$ cat src/rtl/chaos_pkg.sv
// Shared types and helpers for the chaotic-map keystream path.
// Latency: n/a (types, constants and a pure combinational function only).
// Backpressure: n/a.
package chaos_pkg;

  // Signed Q1.15 sample as produced by the chaotic map generator
  typedef logic signed [15:0] q1_15_t;

  // Keystream controller states
  typedef enum logic [1:0] {
    IDLE    = 2'd0,
    COLLECT = 2'd1,
    RUN     = 2'd2
  } state_t;

  // x^16 + x^14 + x^13 + x^11 + 1, right-shifting Galois form
  localparam logic [15:0] DEFAULT_TAPS_16 = 16'hB400;

  // Widest LFSR the step helper supports
  localparam int LFSR_MAX_W = 32;

  // One right-shifting Galois step. Callers zero-extend narrower
  // registers/masks to 32 bits and keep the low bits of the result; the
  // upper bits stay zero as long as the mask fits the register width.
  function automatic logic [LFSR_MAX_W-1:0] lfsr_galois_step(
    input logic [LFSR_MAX_W-1:0] v,
    input logic [LFSR_MAX_W-1:0] taps
  );
    logic [LFSR_MAX_W-1:0] r;
    r = v >> 1;
    if (v[0]) begin
      r = r ^ taps;
    end
    return r;
  endfunction

endpackage

$ cat src/rtl/chaos_seed_collector.sv
// Shifts the low B bits of each accepted chaotic sample into a W-bit seed word.
// Latency: seed/seed_done are combinational on the completing accept (W/B accepts per seed).
// Backpressure: none of its own; the caller decides when a sample is accepted.
module chaos_seed_collector
  import chaos_pkg::*;
#(
  parameter int W = 16,
  parameter int B = 2
) (
  input  logic         clk,
  input  logic         reset,
  input  logic         accept,
  input  logic         clear,
  input  logic [B-1:0] sample_bits,
  output logic         seed_done,
  output logic [W-1:0] seed
);

  localparam int N  = W / B;
  localparam int CW = $clog2(N + 1);

  logic [W-1:0]  seed_sr;
  logic [CW-1:0] sample_cnt;
  logic [W-1:0]  seed_next;
  logic          last_sample;

  // New samples enter at the bottom so the first sample ends up in the MSBs
  generate
    if (B == W) begin : g_full_word
      assign seed_next = sample_bits;
    end else begin : g_shift
      assign seed_next = {seed_sr[W-1-B:0], sample_bits};
    end
  endgenerate

  assign last_sample = (sample_cnt == CW'(N - 1));
  assign seed_done   = accept && last_sample;
  // Exposed as the next value so the caller can load it on the completing accept
  assign seed        = seed_next;

  // Shift register and sample counter; clear discards a partial seed
  always_ff @(posedge clk) begin
    if (reset || clear) begin
      seed_sr    <= '0;
      sample_cnt <= '0;
    end else if (accept) begin
      seed_sr <= seed_next;
      if (last_sample) begin
        sample_cnt <= '0;
      end else begin
        sample_cnt <= sample_cnt + CW'(1);
      end
    end
  end

endmodule

$ cat src/rtl/chaos_lfsr_keystream.sv
// Seeds a Galois LFSR from chaotic-sample LSBs and streams its words, reseeding every RESEED_PERIOD words.
// Latency: first word one cycle after the final seed sample; then 1 word/cycle; reseed gap LFSR_W/B cycles.
// Backpressure: ks_data/ks_valid hold while ks_ready is low; chaos_ready is high only while collecting.
module chaos_lfsr_keystream
  import chaos_pkg::*;
#(
  parameter int                 LFSR_W          = 16,
  parameter int                 BITS_PER_SAMPLE = 2,
  parameter int                 RESEED_PERIOD   = 256,
  parameter logic [LFSR_W-1:0]  TAPS            = DEFAULT_TAPS_16
) (
  input  logic              clk,
  input  logic              reset,
  input  logic              enable,
  input  q1_15_t            chaos_in,
  input  logic              chaos_valid,
  output logic              chaos_ready,
  output logic [LFSR_W-1:0] ks_data,
  output logic              ks_valid,
  input  logic              ks_ready,
  output logic [7:0]        reseed_count
);

  localparam int B   = BITS_PER_SAMPLE;
  localparam int WCW = $clog2(RESEED_PERIOD + 1);

  // Elaboration-time sanity checks on the parameter set
  generate
    if (B < 1 || B > 16) begin : g_bad_bits
      $error("BITS_PER_SAMPLE must be in 1..16");
    end
    if ((LFSR_W % B) != 0) begin : g_bad_div
      $error("BITS_PER_SAMPLE must divide LFSR_W");
    end
    if (LFSR_W > LFSR_MAX_W || LFSR_W < B) begin : g_bad_width
      $error("LFSR_W out of supported range");
    end
    if (RESEED_PERIOD < 1) begin : g_bad_period
      $error("RESEED_PERIOD must be at least 1");
    end
  endgenerate

  state_t            state;
  logic [LFSR_W-1:0] lfsr;
  logic [LFSR_W-1:0] lfsr_step;
  logic [WCW-1:0]    word_cnt;

  logic              sample_accept;
  logic              collect_abort;
  logic              seed_done;
  logic [LFSR_W-1:0] seed;
  logic              ks_hs;
  logic              last_word;

  // Only the fractional LSBs feed the seed; sign/integer bits are deliberately dropped
  logic              unused_chaos_bits;
  assign unused_chaos_bits = ^chaos_in;

  // An enable drop in COLLECT wins over a same-cycle sample: the partial seed is thrown away
  assign collect_abort = (state == COLLECT) && !enable;
  assign sample_accept = (state == COLLECT) && enable && chaos_valid && chaos_ready;

  assign ks_hs     = ks_valid && ks_ready;
  assign last_word = (word_cnt == WCW'(RESEED_PERIOD - 1));
  assign lfsr_step = LFSR_W'(lfsr_galois_step(32'(lfsr), 32'(TAPS)));

  // ks_data is the LFSR register itself, so the output is registered
  assign ks_data = lfsr;

  chaos_seed_collector #(
    .W (LFSR_W),
    .B (B)
  ) u_collector (
    .clk         (clk),
    .reset       (reset),
    .accept      (sample_accept),
    .clear       (collect_abort),
    .sample_bits (chaos_in[B-1:0]),
    .seed_done   (seed_done),
    .seed        (seed)
  );

  // Controller FSM, LFSR, word/reseed counters and registered handshake outputs
  always_ff @(posedge clk) begin
    if (reset) begin
      state        <= IDLE;
      lfsr         <= LFSR_W'(1);
      word_cnt     <= '0;
      reseed_count <= '0;
      chaos_ready  <= 1'b0;
      ks_valid     <= 1'b0;
    end else begin
      case (state)
        IDLE: begin
          if (enable) begin
            state       <= COLLECT;
            chaos_ready <= 1'b1;
          end
        end

        COLLECT: begin
          if (!enable) begin
            state       <= IDLE;
            chaos_ready <= 1'b0;
          end else if (seed_done) begin
            // An all-zero seed would lock the LFSR at zero forever
            lfsr         <= (seed == '0) ? LFSR_W'(1) : seed;
            reseed_count <= reseed_count + 8'd1;
            word_cnt     <= '0;
            chaos_ready  <= 1'b0;
            ks_valid     <= 1'b1;
            state        <= RUN;
          end
        end

        RUN: begin
          if (ks_hs) begin
            lfsr     <= lfsr_step;
            word_cnt <= word_cnt + WCW'(1);
            // The period boundary takes priority over a simultaneous enable drop
            if (last_word) begin
              state       <= COLLECT;
              ks_valid    <= 1'b0;
              chaos_ready <= 1'b1;
            end else if (!enable) begin
              state    <= IDLE;
              ks_valid <= 1'b0;
            end
          end
        end

        default: begin
          state       <= IDLE;
          chaos_ready <= 1'b0;
          ks_valid    <= 1'b0;
        end
      endcase
    end
  end

endmodule

$ cat config.mk
export PLATFORM = sky130hd
export DESIGN_NAME = chaos_lfsr_keystream
export DESIGN_NICKNAME = d
export VERILOG_FILES = /design/src/rtl/chaos_pkg.sv /design/src/rtl/chaos_seed_collector.sv /design/src/rtl/chaos_lfsr_keystream.sv
export SDC_FILE = /design/constraint.sdc
export NUM_CORES = 1
export LEC_CHECK = 0
export ABC_AREA = 0
export CAP_MARGIN = 20
export CORE_ASPECT_RATIO = 0.7
export CORE_MARGIN = 3
export CORE_UTILIZATION = 47
export DETAILED_ROUTE_END_ITERATION = 10
export PLACE_DENSITY = 0.76
export RECOVER_POWER = 25
export SLEW_MARGIN = 25
export SYNTH_ARGS = -nofsm -noshare
export SYNTH_HDL_FRONTEND = slang
export SYNTH_HIERARCHICAL = 1
export SYNTH_SLANG_ARGS = --single-unit
$ cat constraint.sdc
create_clock -name clk -period 1.86 [get_ports clk]
set_input_delay 0.279 -clock clk [delete_from_list [all_inputs] [get_ports clk]]
set_output_delay 0.279 -clock clk [all_outputs]
set_load 0.01 [all_outputs]
Word level (Yosys, flattened, before mapping)
Cells that the tools add are included.
Operators by class
  muxes and demuxes: 30
  $add $sub $neg: 3
  equality and inequality tests: 11
  bitwise gates (word level): 2
  reductions and logical operators: 16
Operator list (number)
  $mux 16: 5
  $pmux 16 s2: 1
  $mux 9: 3
  $pmux 9 s2: 1
  $logic_not 16->1: 1
  $mux 2: 6
  $reduce_and 4->1: 3
  $mux 1: 10
  $ne 2x2->1 const B: 5
  $add 9x1->9 const B: 1
  $eq 9x8->1 const B: 1
  $add 8x1->8 const B: 1
  $logic_and 1x1->1: 6
  $ne 3x3->1 const B: 2
  $pmux 1 s3: 2
  $pmux 2 s3: 1
  $reduce_and 5->1: 1
  $add 4x1->4 const B: 1
  $eq 4x3->1 const B: 1
  $mux 4: 1
  $not 3->4: 1
  $reduce_and 3->1: 1
  $eq 2x1->1 const B: 1
  $eq 2x2->1 const B: 1
  other kinds (5): 5
Storage, ports and cells
  logic and storage cells: 70
  bits of input ports: 21
  output and inout port bits: 26
  flip-flop bits (word level): 55

Logic depth before layout (Yosys ltp)
Gate-level depths: netlist of the first run.
  word-level depth: 8
  mapped depth: 10
  gate-level depth less buffers: 8

Cells and area by module
Netlist of the first run, hierarchy kept.
Modules (own cells, without submodules)
  chaos_lfsr_keystream: seq. area each 740.7 um^2, area an instance 1773.0 um^2, cells each 199, times used 1
  chaos_seed_collector: seq. area each 360.3 um^2, area an instance 737.0 um^2, cells each 66, times used 1

Least setup slack after synthesis of the first run
No wires, ideal clock.
  kind: flip-flop to flip-flop
  start point: register state[1]
  end point: register word_cnt[7]
  slack: -0.137 ns
  library setup time: 0.070 ns
  data required time: 1.790 ns
  clock period less this slack: 1.997 ns
  buffers on the path: 1
  arrival: 1.927 ns
  cell stages (with the launch flop): 9
  cell sequence: dfxtp_1 -> nand2b_1 -> nor2_1 -> and4b_1 -> and4b_1 -> buf_6 -> nor2_2 -> or4_1 -> a21oi_1
Between the ends
  word-level cells in the longest chain between the ends: 7
  elaborated cells between the ends (all ways): 12
  those cells by class: eq/ne (5); mux (1); reduce/logical (6)
Ends and longest elaborated chain
  start: declaration: RTL line chaos_lfsr_keystream.sv:43  | state_t state;
  start signal: assignment: RTL line chaos_lfsr_keystream.sv:86  | state <= IDLE;
  start signal: assignment: RTL line chaos_lfsr_keystream.sv:96  | state <= COLLECT;
  start signal: assignment: RTL line chaos_lfsr_keystream.sv:103  | state <= IDLE;
  $eq 2x1->1: RTL line chaos_lfsr_keystream.sv:61  | assign sample_accept = (state == COLLECT) && enable && chaos_valid && chaos_ready;
  $logic_and 1x1->1 (3 in series): RTL line chaos_lfsr_keystream.sv:61
  net sample_accept: RTL line chaos_lfsr_keystream.sv:48  | logic sample_accept;
  $logic_and 1x1->1: RTL line chaos_seed_collector.sv:37  | assign seed_done = accept && last_sample;
  net seed_done: RTL line chaos_lfsr_keystream.sv:50  | logic seed_done;
  $ne 2x2->1 (no line)
  $reduce_and 4->1 (no line)
  end signal: assignment: RTL line chaos_lfsr_keystream.sv:119  | word_cnt <= word_cnt + WCW'(1);
  end: declaration: RTL line chaos_lfsr_keystream.sv:46  | logic [WCW-1:0] word_cnt;
The timed path passes the listed nets, and every way through them passes these cells.
A chain may end at the register's enable or synchronous reset.

Worst setup path in the final report of the first run
Same ends and word-level chain as after synthesis.

==> reports/metrics.yaml, run 1 <==
grt_remaining_overflow: 0
worst_pin_slew_ns: 0.358
synth_xor_area_share_pct: 4.89
cts_setup_buffers: 0
leakagePower_nw: 1.19
grt_start_max_net_pins: 28
drv_slew: 0
synthMuxAreaShare_pct: 11.2
synth_most_common_cell: "dfxtp_1"
drcViolationCount: 0
critPathLaunchType: "flip-flop"
dp_slack_ns: -0.347
synth_fa_ha_area_share_pct: 1.99
dieWidth_um: 93.3
core_area_mm2: 0.00497
start_util_pct: 50.5
slew_headroom_pct: 75.9
path_clk_slew_ns: 0.10
path_buf_inv: 0
drt_pre_antenna_iters: 4
cts_inserted_buffers: 5
die-area_mm2: 0.00627
wl_um: 5450
finalPower_mw: 2.08
critical_path_depth: 7
fin_crit_sh_pct: 99.4
grt_pass1_vias: 1806
routabilityCongestion: 0.845
path_max_fanout: 5
fin_nets: 330
clock_path_buffers: 2
max_freq_mhz: 541
drtIter0Drc: 164
synth_seq_cells: 55
grt_usage_pct: 18.1
ys_seq_area_share_pct: 43.9
crit_arrival_ns: 2.10
maxCapViolCount: 0
ir_worst_vdd_mv: 0.552
synth_compound_area_share_pct: 11.9
period_minus_slack_ns: 1.85
finalHoldViolations: 0
setup_viol: 0
insertion_delay_ns: 0.31
synth_top_family_by_area: "simple AND/OR/NAND/NOR gates"
slowest_delay_ns: 0.42
numClockSinks: 55
synthesis.area_mm2: 0.00251
cp-end-kind: "flip-flop"
synth_top_area_share_pct: 43.9
grt_antenna_before_repair: 0
wl_per_cell_um: 14.5
crit_chain: "nand2b_4, nor2_4, and4b_2, and4b_2, nor2_4, or4_4, a21oi_2"
ant_nets: 0
clock_skew_ns: 0.00653
synth-edff-count: 0
io_buffer_count: 32
dp_hpwl_um: 3750
yosys.area_share.simple_pct: 19.9
row_count: 21
setup_slack_ns: 0.0118
rsz0062_at_grt: "true"
die_h_um: 67.1
status: "completed"
htreeDepth: 2
crit_family: "simple AND/OR/NAND/NOR gates"
synthFlopType: "dfxtp_1"
hp-class: "flip-flop to flip-flop"
yosys.cell_types.count: 46
synthTopCellsByArea: "dfxtp_1 (44%), mux2i_1 (11%), nor2_1 (7.0%)"
synthArstFlopShare_pct: 0
synth.avg_cell_area_um2: 9.47
synthTopCellsByCount: "dfxtp_1 (55), nor2_1 (47), mux2i_1 (27)"
syn_inst: 265
reg2reg_depth: 7
whs_path_depth: 2
grt_pass1_wl_um: 8910
ff2ff_setup_slack_ns: 0.01
path_class: "flip-flop to flip-flop"
yosysWarnings: 6
power_density_mw_per_mm2: 664
synth_nets: 290
cts_tree: "built"
yosys.area.top_type: "dfxtp_1"
drive_above_1_share_pct: 15.7
ios: 47
diodes: 0
crit_slowest_cell: "or4_4"
vias_per_cell: 5.43
required_ns: 2.11
syn_to_final_growth_pct: 25.0
cts_root_buffer: "clkbuf_8"
vias: 2036
-- final timing paths --
check / from / end
setup / recovery: state[1]$_SDFFE_PP0P_ / word_cnt[7]$_SDFFE_PP0P_
setup reg to reg: state[1]$_SDFFE_PP0P_ / word_cnt[7]$_SDFFE_PP0P_
hold / removal: ks_data[10]$_SDFFE_PP0P_ / ks_data[10]$_SDFFE_PP0P_
hold reg to reg: ks_data[10]$_SDFFE_PP0P_ / ks_data[10]$_SDFFE_PP0P_
-- cell type report --
class	count	area, µm²
well taps	69	86.3
clock buffers	5	68.8
clock inverters	3	46.3
inverters	3	11.3
multi-input cells	190	1310
fillers	400	1830
flip-flops and latches	55	1110
repair buffers	50	502
-- cell usage in the layout (no fill, tap or decap), drive strengths merged, types with 5 or more instances in the layout --
master          n
xnor2           5
nand2b          6
nand4           6
o21ai           5
clkdlybuf4s50  30
a21oi          17
nor4            5
clkbuf          5
buf            18
dfxtp          55
xor2            9
nor2           48
mux2i          27
nand2          11
a211oi         13
-- through the flow --
step	setup TNS (ns)	hold slack, ns	cell area [µm²]	instances	utilization [%]
final	0	0.487	3140	375	63.2
after global routing	-0.140	0.510	3140	375	63.2
after CTS	-0.0587	0.490	3080	375	62.0
after detailed placement	-8.14	0.475	2960	367	59.5
after global placement	-6.91	0.465	2960	367	59.5
after floorplan	0	0.373	2520	265	-
-- sequential cells by signal (all words and copies together), names as in the netlist --
signal                  count
chaos_ready                 1
ks_data                    16
word_cnt                    9
reseed_count                8
u_collector/sample_cnt      4
state                       2
ks_valid                    1
u_collector/seed_sr        14
-- worst register-to-register path, cell delays in order (launching register included) --
cell and delay (ns):
dfxtp_2 0.33, nand2b_4 0.14, nor2_4 0.11, and4b_2 0.30, and4b_2 0.29, nor2_4 0.06
or4_4 0.42, a21oi_2 0.13
-- what timing repair did --
item / CTS / global route
gates cloned: 0 / 0
pin swaps: 1 / 5
endpoints found under the setup margin: 4 / 27
gates resized for setup: 2 / 17
hold buffers: 0 / 0
-- cells by family (layout without fill, tap and decap cells) --
group / count (synthesis) / in the layout
buf+inv: 20 / 61
compound gates: 46 / 46
fa+ha+maj: 4 / 4
xor+xnor: 14 / 14
mux: 28 / 28
flops: 55 / 55
simple gates: 98 / 98
-- routing by layer --
| metal | vias up | global-route usage (%) | part of all wire (%) |
|---|---|---|---|
| met5 | - | 0 | 0 |
| met4 | 0 | 6.22 | 0.73 |
| met3 | 4 | 3.45 | 5.0 |
| met2 | 52 | 25.4 | 42 |
| met1 | 958 | 27.5 | 52 |
| li1 | 1022 | - | - |
-- power by group --
part	internal [mW]	switching, mW
clock network	0.406	0.408
registers	1.18	0.00378
logic	0.0388	0.0469
total	1.62	0.458
Note: power is estimated with default switching activity, not from simulation.
==> inputs of run 2 (changes only) <==
--- a/config.mk
+++ b/config.mk
@@ -7,7 +7,7 @@
 export LEC_CHECK = 0
 export ABC_AREA = 0
 export CAP_MARGIN = 20
-export CORE_ASPECT_RATIO = 0.7
+export CORE_ASPECT_RATIO = 0.75
 export CORE_MARGIN = 3
 export CORE_UTILIZATION = 47
 export DETAILED_ROUTE_END_ITERATION = 10
==> run 2 against run 1 <==
Effect of this change:
- sequential share of layout area is 0.32 points higher
- clock skew rose by 0.0038 ns
- final cell count up 2.1%
- largest cell class unchanged
- largest power group unchanged
==> reports/metrics.yaml, run 2 (synthesis results as in run 1) <==
p_int_mw: 1.49
grt_start_max_net_pins: 28
fin_area_mm2: 0.00310
die-area_mm2: 0.00626
finalPower_mw: 1.92
vias_per_cell: 5.25
row_count: 22
numClockSinks: 55
drcViolationCount: 0
routabilityCongestion: 0.814
cp-end-kind: "flip-flop"
stdcell_count: 383
drtIter0Drc: 81
vias: 2012
required_ns: 2.10
slew_headroom_pct: 77.3
path_max_fanout: 6
switchingPower_uw: 433
drt_pre_antenna_iters: 4
path_class: "flip-flop to flip-flop"
grt_pass1_wl_um: 9040
grt_antenna_before_repair: 0
cts_tree: "built"
critPathLaunchType: "flip-flop"
drv_slew: 0
clock_skew_ns: 0.0103
crit_family: "simple AND/OR/NAND/NOR gates"
max_freq_mhz: 554
leakagePower_nw: 1.18
period_minus_slack_ns: 1.81
crit_slowest_cell: "or4_4"
final_common_cell: "dfxtp_1"
crit_arrival_ns: 2.05
dieWidth_um: 90.4
core_area_mm2: 0.00501
htreeDepth: 2
path_buf_inv: 0
hold_buffers: 0
dp_slack_ns: -0.346
maxCapViolCount: 0
clkPwrFrac_pct: 34.2
finalHoldViolations: 0
dp_hpwl_um: 3800
fin_crit_sh_pct: 97.1
wl_um: 5400
cts_root_buffer: "clkbuf_8"
placed_cells: 373
hp-class: "flip-flop to flip-flop"
clock_path_buffers: 2
combPwrFrac_pct: 4.2
ios: 47
power_density_mw_per_mm2: 620
grt_pass1_vias: 1900
wl_per_cell_um: 14.1
mostFrequentLayoutCells: "dfxtp_1 (51), nor2_1 (46), clkdlybuf4s50_1 (30)"
fin_hold_ws_ns: 0.500
diodes: 0
syn_to_final_growth_pct: 23.5
status: "completed"
crit_chain: "nand2b_4, nor2_2, and4b_2, and4b_2, nor2_4, or4_4, a21oi_2"
fin_nets: 335
io_buffer_count: 32
largest_reg_flops: 16
worst_pin_slew_ns: 0.338
die_h_um: 69.3
setup_slack_ns: 0.0536
slowest_delay_ns: 0.42
setup_viol: 0
grt_remaining_overflow: 0
drive_above_1_share_pct: 16.4
ant_nets: 0
path_clk_slew_ns: 0.10
cts_inserted_buffers: 5
cp_common_cell: "and4b_2"
placed_cell_area_mm2: 0.00297
insertion_delay_ns: 0.30
ir_worst_vdd_mv: 0.334
start_util_pct: 50.1
pwr-share-seq_pct: 61.6
netSwitchingFraction_pct: 22.5
grt_usage_pct: 17.3
[run 2: changes by cell type in the layout (fill, tap and decap cells not counted), moves of 2 or more]
cell      change
buf_4         +6
clkinv_4      +2
clkbuf_2      +2
buf_12        -2
[run 2: what timing repair did]
action                                  CTS  global route
endpoints found under the setup margin    8            26
gates resized for setup                   6             8
setup buffers                             2             1
endpoints found under the hold margin     0             0
pin swaps                                 3             3
[run 2: per-stage QoR]
stage	utilization, %	TNS (ns)
after global placement	59.3	-6.71
after global routing	61.9	-0.00657
final	61.9	0
after detailed placement	59.3	-8.55
after floorplan	-	0
after CTS	61.7	-0.00961
[run 2: metal layers]
metal / GRT usage (%) / up-vias / part of all wire, %
li1: - / 1034 / -
met1: 24.9 / 930 / 50
met2: 26.8 / 43 / 45
met3: 3.25 / 5 / 3.7
met4: 4.07 / 0 / 0.82
met5: 0 / - / 0
[run 2: final cells by class]
class | count | area [µm²]
inverters | 3 | 11.3
flip-flops and latches | 55 | 1110
clock inverters | 2 | 17.5
fillers | 440 | 1910
multi-input cells | 190 | 1300
well taps | 72 | 90.1
clock buffers | 6 | 72.6
repair buffers | 55 | 502
[run 2: final timing paths]
| path | startpoint | endpoint | slack (ns) | cells after the start |
|---|---|---|---|---|
| min | ks_data[12]$_SDFFE_PP0P_ | ks_data[12]$_SDFFE_PP0P_ | 0.50 | 2 |
| min reg2reg | ks_data[12]$_SDFFE_PP0P_ | ks_data[12]$_SDFFE_PP0P_ | 0.50 | 2 |
| max | state[1]$_SDFFE_PP0P_ | word_cnt[7]$_SDFFE_PP0P_ | 0.05 | 7 |
| max reg2reg | state[1]$_SDFFE_PP0P_ | word_cnt[7]$_SDFFE_PP0P_ | 0.05 | 7 |
[run 2: power groups by stage]
stage | Clock, mW | Sequential [mW] | Combinational, mW
floorplan | 0 | 1.21 | 0.0488
global placement | 0 | 1.21 | 0.0855
global route | 0.726 | 1.18 | 0.0891
detailed placement | 0 | 1.21 | 0.0852
CTS | 0.679 | 1.18 | 0.0850
finish | 0.656 | 1.18 | 0.0807
[run 2: worst register-to-register path, delay by kind of cell (launching register included)]
| family | cells | cell delay, ns |
|---|---|---|
| AND/OR/NAND/NOR | 6 | 1.30 |
| flip-flops | 1 | 0.32 |
| AO/OA/AOI/OAI | 1 | 0.12 |
==> inputs of run 3 (changes only) <==
--- a/config.mk
+++ b/config.mk
@@ -9,9 +9,9 @@
 export CAP_MARGIN = 20
 export CORE_ASPECT_RATIO = 0.75
 export CORE_MARGIN = 3
-export CORE_UTILIZATION = 47
+export CORE_UTILIZATION = 52
 export DETAILED_ROUTE_END_ITERATION = 10
-export PLACE_DENSITY = 0.76
+export PLACE_DENSITY = 0.8
 export RECOVER_POWER = 25
 export SLEW_MARGIN = 25
 export SYNTH_ARGS = -nofsm -noshare
==> constraint.sdc (replaced) <==
create_clock -name clk -period 2 [get_ports clk]
set_input_delay 0.3 -clock clk [delete_from_list [all_inputs] [get_ports clk]]
set_output_delay 0.3 -clock clk [all_outputs]
set_load 0.01 [all_outputs]
==> run 3 against run 2 <==
Effect of this change:
- sequential power decreased by 7%
- critical path depth increased by 1
- die area decreased by 8.9%
- design area decreased by 3.6%
- final cell count decreased by 5.7%
- global-route usage increased by 2.9 points
- routed wire length increased by 0.15%
- setup slack got worse by 0.013 ns
- critical path type is now input pin to flip-flop
==> reports/metrics.yaml, run 3 (synthesis results as in run 1) <==
slowest_delay_ns: 0.48
hp-class: "flip-flop to flip-flop"
grtUsageMet3_pct: 3.99
crit_arrival_ns: 2.19
worst_pin_slew_ns: 0.620
drv_slew: 0
rsz0062_at_grt: "true"
ios: 47
path_class: "input pin to flip-flop"
fin_nets: 328
routabilityCongestion: 0.851
period_minus_slack_ns: 1.96
leakagePower_nw: 1.14
io_buffer_count: 32
wl_um: 5400
diodes: 0
drt_pre_antenna_iters: 4
register_area_mm2: 0.00110
cp-end-kind: "flip-flop"
row_count: 21
grt_pass1_vias: 1982
finalHoldViolations: 0
cts_setup_buffers: 0
power_density_mw_per_mm2: 590
drtIter0Drc: 160
path_max_fanout: 3
dp_hpwl_um: 3710
crit_slowest_cell: "clkdlybuf4s50_1"
status: "completed"
clock_path_buffers: 2
cts_tree: "built"
dieWidth_um: 86.2
grt_remaining_overflow: 0
grtUsageMet2_pct: 29.8
setup_viol: 0
core_area_mm2: 0.00455
largest_reg_flops: 16
use_met1_pct: 29.6
cts_root_buffer: "clkbuf_8"
htreeDepth: 2
grt_start_max_net_pins: 28
grt_antenna_before_repair: 0
vias_per_cell: 5.61
maxCapViolCount: 0
crit_chain: "clkdlybuf4s50_1, nand2b_1, nor2_2, and4b_1, and4b_1, nor2_2, or4_1, a21oi_1"
grt_pass1_wl_um: 9260
stdcell_count: 361
finalPower_mw: 1.76
vias: 2024
placed_cells: 353
syn_to_final_growth_pct: 19.0
path_clk_slew_ns: 0.09
die_h_um: 66.2
max_freq_mhz: 510
multi_input_area_mm2: 0.00126
numClockSinks: 55
cts_inserted_buffers: 5
slew_headroom_pct: 58.6
wl_per_cell_um: 15.0
final_common_cell: "dfxtp_1"
die-area_mm2: 0.00570
dp_slack_ns: -0.290
tns_ns: 0
required_ns: 2.23
critPathLaunchType: "input pin"
grt_usage_pct: 20.2
post-route-util_pct: 65.7
drive_above_1_share_pct: 10.5
drcViolationCount: 0
ant_nets: 0
fin_crit_sh_pct: 98.0
clock_skew_ns: 0.00788
mostFrequentLayoutCells: "dfxtp_1 (55), nor2_1 (46), clkdlybuf4s50_1 (29)"
start_util_pct: 55.2
insertion_delay_ns: 0.30
grt_most_used_layer: "met2"
fillCellCount: 373
setup_slack_ns: 0.0408
ir_worst_vdd_mv: 0.471
run 3: power breakdown:
group / switching, mW / internal [mW] / total (mW)
Combinational: 0.0409 / 0.0325 / 0.0735
Sequential: 0.00237 / 1.10 / 1.10
Clock: 0.343 / 0.246 / 0.589
Total: 0.386 / 1.38 / 1.76
run 3: final cells by class:
type	count	share of cell area, %
timing repair buffer	48	15.3
inverter	3	0.377
clock inverter	2	0.419
tap	57	2.39
clock buffer	6	2.43
multi-input combinational	190	42.2
sequential	55	36.9
run 3: metal layers:
metal | vias up | wire length (µm)
met5 | - | 0
met1 | 946 | 2740
met4 | 0 | 26
met2 | 60 | 2390
li1 | 1013 | -
met3 | 5 | 244
run 3: timing repair:
item | 4_1_cts | 5_1_grt
setup endpoints to repair | 0 | 13
gates resized for setup | 0 | 1
hold buffers | 0 | 0
run 3: worst paths after layout:
path                                          startpoint  slack [ns]                        to  depth (start not counted)
hold reg to reg                 ks_data[10]$_SDFFE_PP0P_        0.48  ks_data[10]$_SDFFE_PP0P_                          2
hold / removal                  ks_data[10]$_SDFFE_PP0P_        0.48  ks_data[10]$_SDFFE_PP0P_                          2
setup reg to reg  u_collector/sample_cnt[0]$_SDFFE_PP0P_        0.10  word_cnt[7]$_SDFFE_PP0P_                          6
setup / recovery                                  enable        0.04  word_cnt[7]$_SDFFE_PP0P_                          8
run 3: worst max-delay path: cells and delay by family:
kind / cells / cell delay [ns]
AO/OA/AOI/OAI: 1 / 0.14
AND/OR/NAND/NOR: 6 / 1.27
buffers and inverters: 1 / 0.48
run 3: stage by stage:
step | hold WS [ns] | area, µm²
2_1_floorplan | 0.394 | 2510
3_3_place_gp | 0.463 | 2900
3_5_place_dp | 0.473 | 2900
4_1_cts | 0.486 | 2990
5_1_grt | 0.511 | 2990
6_report | 0.482 | 2990
